### config.mk
export PLATFORM = sky130hd
export DESIGN_NAME = unidade_busca_flat
export DESIGN_NICKNAME = d
export VERILOG_FILES = /design/src/rtl/unidade_busca_if.sv /design/src/rtl/unidade_busca.sv /design/src/flat_wrapper.sv
export SDC_FILE = /design/constraint.sdc
export NUM_CORES = 1
export LEC_CHECK = 0
export ABC_AREA = 1
export BUFFER_PORTS_ARGS = -buffer_cell sky130_fd_sc_hd__clkbuf_2
export CAP_MARGIN = 20
export CELL_PAD_IN_SITES_DETAIL_PLACEMENT = 0
export CELL_PAD_IN_SITES_GLOBAL_PLACEMENT = 1
export CORE_AREA = 10 10 143 145
export CTS_CLUSTER_SIZE = 14
export DETAILED_ROUTE_END_ITERATION = 10
export DIE_AREA = 0 0 153 155
export GPL_ROUTABILITY_DRIVEN = 1
export PLACE_DENSITY = 0.9
export SYNTH_ARGS = -nofsm -noshare
export SYNTH_HDL_FRONTEND = slang
export SYNTH_SLANG_ARGS = --single-unit
### constraint.sdc
create_clock -name clock -period 5.8 [get_ports clock]
set_input_delay 0.58 -clock clock [delete_from_list [all_inputs] [get_ports clock]]
set_output_delay 0.58 -clock clock [all_outputs]
set_load 0.01 [all_outputs]
### src/rtl/unidade_busca_if.sv
// Instruction-memory fetch bus between the fetch unit and instruction memory.
//   imem_req  : fetch request (fetch unit -> memory)
//   imem_addr : byte address of the requested word (fetch unit -> memory)
//   imem_ack  : memory returns imem_data this cycle (memory -> fetch unit)
//   imem_data : instruction word, valid only with imem_ack (memory -> fetch unit)
interface unidade_busca_if;
    logic        imem_req;
    logic [31:0] imem_addr;
    logic        imem_ack;
    logic [31:0] imem_data;

    modport master (
        output imem_req,
        output imem_addr,
        input  imem_ack,
        input  imem_data
    );

    modport slave (
        input  imem_req,
        input  imem_addr,
        output imem_ack,
        output imem_data
    );
endinterface

### src/rtl/unidade_busca.sv
// Instruction fetch unit. Requests one word at a time from instruction memory,
// holds it for the downstream stages until released, then computes the next
// PC (sequential, taken branch or jump). A fetch that sees no acknowledge for
// TIMEOUT cycles parks the unit in a sticky error state until reset.
//   clock       : rising-edge clock for all state
//   reset       : synchronous active-high reset
//   imem        : fetch bus (master side)
//   stall       : downstream not ready; hold the current instruction
//   jump        : jump decoded for the held instruction
//   branch      : branch decoded for the held instruction
//   zero        : ALU zero flag for the held instruction
//   instr       : held instruction word
//   opCode      : instr[31:26], combinational
//   pc_out      : address the held instruction was fetched from
//   instr_valid : instr/opCode/pc_out valid
//   fetch_err   : sticky fetch-timeout flag
module unidade_busca #(
    parameter logic [31:0] RESET_PC = 32'h0000_0000,
    parameter int unsigned TIMEOUT  = 15
) (
    input  logic                    clock,
    input  logic                    reset,
    unidade_busca_if.master         imem,
    input  logic                    stall,
    input  logic                    jump,
    input  logic                    branch,
    input  logic                    zero,
    output logic [31:0]             instr,
    output logic [5:0]              opCode,
    output logic [31:0]             pc_out,
    output logic                    instr_valid,
    output logic                    fetch_err
);

    localparam int unsigned CW = (TIMEOUT < 2) ? 1 : $clog2(TIMEOUT);

    typedef enum logic [1:0] {
        IDLE,
        REQ,
        HOLD,
        ERR
    } state_t;

    state_t      state_q;
    logic [31:0] pc_q;
    logic [31:0] instr_q;
    logic [31:0] pc_out_q;
    logic [CW-1:0] wait_q;
    logic        imem_req_q;
    logic        instr_valid_q;
    logic        fetch_err_q;

    logic [31:0] pc_seq_d;
    logic [31:0] br_off_d;
    logic [31:0] pc_d;

    // Next PC is derived from the held instruction and its fetch address;
    // all additions wrap modulo 2^32. Jump wins over branch.
    always_comb begin
        pc_seq_d = pc_out_q + 32'd4;
        br_off_d = {{14{instr_q[15]}}, instr_q[15:0], 2'b00};
        pc_d     = pc_seq_d;
        if (jump) begin
            pc_d = {pc_seq_d[31:28], instr_q[25:0], 2'b00};
        end else if (branch && zero) begin
            pc_d = pc_seq_d + br_off_d;
        end
    end

    always_ff @(posedge clock) begin
        if (reset) begin
            state_q       <= IDLE;
            pc_q          <= RESET_PC;
            instr_q       <= '0;
            pc_out_q      <= '0;
            wait_q        <= '0;
            imem_req_q    <= 1'b0;
            instr_valid_q <= 1'b0;
            fetch_err_q   <= 1'b0;
        end else begin
            case (state_q)
                IDLE: begin
                    state_q    <= REQ;
                    imem_req_q <= 1'b1;
                end
                REQ: begin
                    if (imem.imem_ack) begin
                        instr_q       <= imem.imem_data;
                        pc_out_q      <= pc_q;
                        wait_q        <= '0;
                        state_q       <= HOLD;
                        imem_req_q    <= 1'b0;
                        instr_valid_q <= 1'b1;
                    end else if (wait_q == CW'(TIMEOUT - 1)) begin
                        // This edge closes the TIMEOUT-th unacknowledged cycle.
                        state_q     <= ERR;
                        imem_req_q  <= 1'b0;
                        fetch_err_q <= 1'b1;
                    end else begin
                        wait_q <= wait_q + CW'(1);
                    end
                end
                HOLD: begin
                    if (!stall) begin
                        pc_q          <= pc_d;
                        state_q       <= REQ;
                        imem_req_q    <= 1'b1;
                        instr_valid_q <= 1'b0;
                    end
                end
                ERR: begin
                    state_q       <= ERR;
                    imem_req_q    <= 1'b0;
                    instr_valid_q <= 1'b0;
                    fetch_err_q   <= 1'b1;
                end
                default: begin
                    state_q <= IDLE;
                end
            endcase
        end
    end

    assign imem.imem_req  = imem_req_q;
    assign imem.imem_addr = pc_q;
    assign instr          = instr_q;
    assign opCode         = instr_q[31:26];
    assign pc_out         = pc_out_q;
    assign instr_valid    = instr_valid_q;
    assign fetch_err      = fetch_err_q;

endmodule

### src/flat_wrapper.sv
// flat-port wrapper written by rule: the top's interface ports become plain ports
module unidade_busca_flat 
#(
    parameter logic [31:0] RESET_PC = 32'h0000_0000,
    parameter int unsigned TIMEOUT  = 15
)
  (clock, reset, stall, jump, branch, zero, instr, opCode, pc_out, instr_valid, fetch_err, imem_imem_req, imem_imem_addr, imem_imem_ack, imem_imem_data);
  unidade_busca_if imem_i ();
  input  logic clock;
  input  logic reset;
  input  logic stall;
  input  logic jump;
  input  logic branch;
  input  logic zero;
  output logic [31:0] instr;
  output logic [5:0] opCode;
  output logic [31:0] pc_out;
  output logic instr_valid;
  output logic fetch_err;
  output wire logic [$bits(imem_i.imem_req)-1:0] imem_imem_req;
  output wire logic [$bits(imem_i.imem_addr)-1:0] imem_imem_addr;
  input wire logic [$bits(imem_i.imem_ack)-1:0] imem_imem_ack;
  input wire logic [$bits(imem_i.imem_data)-1:0] imem_imem_data;
  assign imem_imem_req = imem_i.imem_req;
  assign imem_imem_addr = imem_i.imem_addr;
  assign imem_i.imem_ack = imem_imem_ack;
  assign imem_i.imem_data = imem_imem_data;
  unidade_busca #(.RESET_PC(RESET_PC), .TIMEOUT(TIMEOUT)) u_core (.clock(clock), .reset(reset), .imem(imem_i), .stall(stall), .jump(jump), .branch(branch), .zero(zero), .instr(instr), .opCode(opCode), .pc_out(pc_out), .instr_valid(instr_valid), .fetch_err(fetch_err));
endmodule
== Word level (Yosys, flattened, before mapping) ==
Cells that the tools add are included.

* Add/sub/neg operators: 3
* Equal/unequal tests: 10
* Muxes and demuxes: 18
* Bitwise logic cells: 1
* Reduce and logical (&&, ||, !) cells: 10

{| class="wikitable"
|+ Operators with widths
! kind !! number
|-
| $mux 32 || 2
|-
| $add 32x3->32 const B || 1
|-
| $add 32x32->32 || 1
|-
| $mux 4 || 2
|-
| $ne 2x2->1 const B || 4
|-
| $pmux 2 s4 || 1
|-
| $reduce_and 2->1 || 4
|-
| $mux 1 || 7
|-
| $mux 2 || 3
|-
| $reduce_and 3->1 || 2
|-
| $add 4x1->4 const B || 1
|-
| $eq 2x2->1 const B || 2
|-
| $eq 4x4->1 const B || 1
|-
| $pmux 1 s4 || 1
|-
| $ne 3x2->1 const B || 1
|-
| $pmux 1 s3 || 1
|-
| $reduce_bool 3->1 || 1
|-
| $eq 2x1->1 const B || 1
|-
| $logic_not 2->1 || 1
|-
| $ne 2x1->1 const B || 1
|-
| $pmux 1 s2 || 1
|-
| $reduce_bool 2->1 || 1
|-
| $logic_and 1x1->1 || 1
|-
| $not 1->1 || 1
|}

* Register bits after elaboration: 105
* Input bits: 39
* Output and inout port bits: 105
* Word-level logic and storage cells: 50

== Logic depth before layout (Yosys ltp) ==
* Depth in word-level cells: 4
* Depth in mapped cells: 25
* Mapped depth without buffers: 25

== Worst setup path before layout ==
Ideal clock, no wire load.

* Path type: register -> register
* Start: register u_core.pc_out_q[2], in the netlist u_core.pc_out[2]
* End: register u_core.pc_q[26], in the netlist u_core.imem.imem_addr[26]
* Library setup time: 134 ps
* Arrival time: 2481 ps
* Required time: 5666 ps
* Setup slack: 3185 ps
* Stages on the path, launching flop included: 20
* Buffers on the path: 0
* Clock period less this slack: 2615 ps
* Cell sequence: dfxtp_1 ha_1 inv_1 nor2_2 nand2_1 nor2_1 nand2_1 xor2_1 ha_1 inv_1 nor3_1 nand2_1 nor2_1 nand2_1 nand3_1 nand2_1 nand3_1 nand2_1 nand2_1 a21oi_1

* Cells in the longest elaborated chain, start to end: 4

{| class="wikitable"
|+ Ends and longest elaborated chain
! item !! line !! source
|-
| from (decl) || unidade_busca.sv:47 || <nowiki>logic [31:0] pc_out_q;</nowiki>
|-
| from (signal assigned) || unidade_busca.sv:89 || <nowiki>pc_out_q <= pc_q;</nowiki>
|-
| $add 32x3->32 (*) || unidade_busca.sv:60 || <nowiki>pc_seq_d = pc_out_q + 32'd4;</nowiki>
|-
| $add 32x32->32 || unidade_busca.sv:66 || <nowiki>pc_d = pc_seq_d + br_off_d;</nowiki>
|-
| $mux 32 (*) || unidade_busca.sv:65 || <nowiki>end else if (branch && zero) begin</nowiki>
|-
| $mux 32 (*) || unidade_busca.sv:63 || <nowiki>if (jump) begin</nowiki>
|-
| to (signal assigned) || unidade_busca.sv:105 || <nowiki>pc_q <= pc_d;</nowiki>
|-
| to (decl) || unidade_busca.sv:45 || <nowiki>logic [31:0] pc_q;</nowiki>
|}

Mark *: on every way between the ends. The rest lies on a longest branch, timed or not.
A chain may end at the register's enable or synchronous reset.

== Worst setup path in the final report ==
* Start: register u_core.pc_out_q[13], in the netlist u_core.pc_out[13]
* End: register u_core.pc_q[23], in the netlist u_core.imem.imem_addr[23]

Same word-level chain as after synthesis.

==> results.ini <==
[clocking]
cts_sinks = 105
cts-resized-gates = 0
clock_path_buffers = 2
cts_root_buf = clkbuf_16
cts_tree = built
post_cts_buffers = 0
clk_pin_slew_ns = 0.08
hold_buffers = 0
htree_levels = 3
clock_latency_ns = 0.36
cts_buffers = 9

[power]
cellPowerDensity_nw_per_um2 = 224
p_total_w = 0.00190
vdd_drop_max_v = 0.000182
leakagePower_nw = 4.25

[detailed_routing]
viasPerCell = 5.15
firstDrtPassIters = 5
drcViolationCount = 0
wirelength_um = 25700
vias = 7864
drt_iter0_drc = 551
post_drt_wl_per_cell_um = 16.8
postRouteAntennaNets = 0

[timing]
max_freq_mhz = 292
tns_ns = 0
rsz0062_at_grt = false
drv_slew = 0
finalHoldViolCount = 0
min_period_ns = 3.42
fin_crit_sh_pct = 59.1
finalClockSkew_ns = 0.0108
whs_ns = 0.438
setup_viol = 0
worst_pin_slew_ns = 1.01
slew-limit-headroom_pct = 32.7

[yosys]
seq_area_frac_synth_pct = 28.9
synth_edf_count = 0
netlist_area_um2 = 7270
ys_warn_count = 0
synth_cell_type_count = 39
netlist_instances = 1177
yosysTopAreaCellShare_pct = 28.9
synth_nets = 1256
synthArstFlopShare_pct = 0
ys.flop_type = dfxtp_1
synth.avg_cell_area_um2 = 6.18
yosysTopAreaCell = dfxtp_1
ys_ff_latch = 105
yosys-top-cells-area = dfxtp_1 (29%), nand2_1 (16%), a21oi_1 (8.7%)

[worst_setup_path]
cp_data_required_time_ns = 6.00
cp-end-kind = flop
crit_slowest_cell = dfxtp_1
crit_arrival_ns = 3.63
worstSetupStartpointType = flop
path_buf_inv = 2
path_cells = inv_1 -> nor3_1 -> nand2_1 -> nor2_2 -> xor2_1 -> inv_1 -> ha_1 -> nand2_1 -> nor2_1 -> and2_1 -> nand2_1 -> nand2_1 -> nand3_1 -> nand2_1 -> nand2_1 -> nand3_1 -> nand2_1 -> nand2_1 -> a21oi_1
critPathMaxFanout = 5
r2r_slack_ns = 2.38
worst_path_most_repeated_cell = nand2_1
crit_family = simple AND/OR/NAND/NOR gates
worstSetupPathType = flop to flop
cp_slowest_stage_delay_ns = 0.48

[global_route]
grt_pass1_vias = 7434
grt_max_degree = 78
overflow = 0
grt_pass1_wl_um = 40500
antenna_found_initial = 0
grt.total_usage_pct = 20.7

[status]
outcome = finished clean

[floorplan]
core_um2 = 17700
start_util_pct = 41.2
die-area_um2 = 23700
rows = 49
io_pins = 144
dieWidth_um = 153
dieHeight_um = 155

[final_layout]
n_antenna_cell = 0
nets = 1373
fin_cells = 1528
drive_gt1_share_pct = 15.4
area_delta_synth_final_pct = 16.9

[placed_design]
dp_cells = 1511
gp_congestion = 0.947
dp_hpwl_um = 19900
numPortBuffers = 143

[run]
max_cap_violations = 0

[min_path]
holdCritPathClass = input pin to flop

-- worst paths after layout --
check	end	startpoint	cells after the start
setup / recovery	u_core.imem.imem_addr[23]$_SDFFE_PP0P_	u_core.pc_out[13]$_SDFFE_PP0P_	19
hold / removal	u_core.instr[1]$_SDFFE_PP0P_	imem_imem_data[1]	3
setup reg to reg	u_core.imem.imem_addr[23]$_SDFFE_PP0P_	u_core.pc_out[13]$_SDFFE_PP0P_	19
hold reg to reg	u_core.fetch_err$_SDFFE_PP0P_	u_core.fetch_err$_SDFFE_PP0P_	2
-- placed cells by master (no fill, tap or decap), drive strengths merged --
cell type and count:
a211oi 1, a21o 2, a21oi 129, a31oi 1, and2 1, and3 1
buf 9, bufinv 2, clkbuf 153, clkinv 4, dfxtp 105, fa 1
ha 39, inv 152, nand2 322, nand3 75, nand3b 5, nand4 12
nor2 130, nor3 9, nor4 1, o211ai 5, o21ai 102, o21bai 6
o221a 1, or2 8, xnor2 4, xor2 19
-- layer usage --
metal	GRT usage, %	share of wire [%]
met2	33.1	45
met3	5.49	8.2
met1	27.2	46
met5	0	0
met4	4.81	1.5
-- synth_stat cells (2+ instances only) --
cell and instances:
a21o_1 2, a21oi_1 126, a21oi_2 3, buf_1 2, buf_2 3, buf_4 6, clkbuf_1 35, clkinv_1 2
dfxtp_1 105, ha_1 39, inv_1 149, nand2_1 318, nand2_2 2, nand2_4 2, nand3_1 75, nand3b_1 5
nand4_1 12, nor2_1 119, nor2_2 6, nor2_4 4, nor3_1 8, o211ai_1 5, o21ai_0 90, o21ai_1 12
o21bai_1 6, or2_2 8, xnor2_1 4, xor2_1 17, xor2_2 2
-- area by class of cell --
cell class,instances,area (µm²)
sequential,105,2100
tap,229,287
timing repair buffer,152,803
clock buffer,10,239
clock inverter,6,96.3
multi-input combinational,874,4400
fill,1895,9160
inverter,152,571
-- logic make-up (layout without fill, tap and decap cells) --
family / Yosys count / after routing / synth area share (%)
buf+inv: 198 / 320 / 10.6
flops: 105 / 105 / 28.9
compound gates: 247 / 247 / 17.7
xor+xnor: 23 / 23 / 2.98
simple gates: 564 / 564 / 32.8
fa+ha+maj: 40 / 40 / 6.99
-- state kept, by name (all words and copies together) (netlist names) --
name                   cells
u_core.imem.imem_addr     32
u_core.instr              32
u_core.pc_out             32
u_core.wait_q              4
u_core.state_q             2
u_core.fetch_err           1
u_core.imem.imem_req       1
u_core.instr_valid         1
-- power by group --
part / internal (W) / leakage [nW] / switching, W
registers: 0.000763 / 0.857 / 0.0000530
logic: 0.000136 / 3.23 / 0.000252
clock network: 0.000398 / 0.167 / 0.000299
total: 0.00130 / 4.25 / 0.000605
-- tightest hold or removal path: stages --
cell      delay [ns]
clkbuf_2        0.07
nor2_1          0.03
nor2_1          0.08
-- metrics by stage --
step / cell area, µm² / worst slack, ns / utilization, %
floorplan: 7270 / 3.18 / -
global placement: 8130 / 2.45 / 46.1
detailed placement: 8130 / 2.47 / 46.1
CTS: 8470 / 2.45 / 48.0
global route: 8500 / 2.11 / 48.1
finish: 8500 / 2.38 / 48.1
Note: power is estimated with default switching activity, not from simulation.
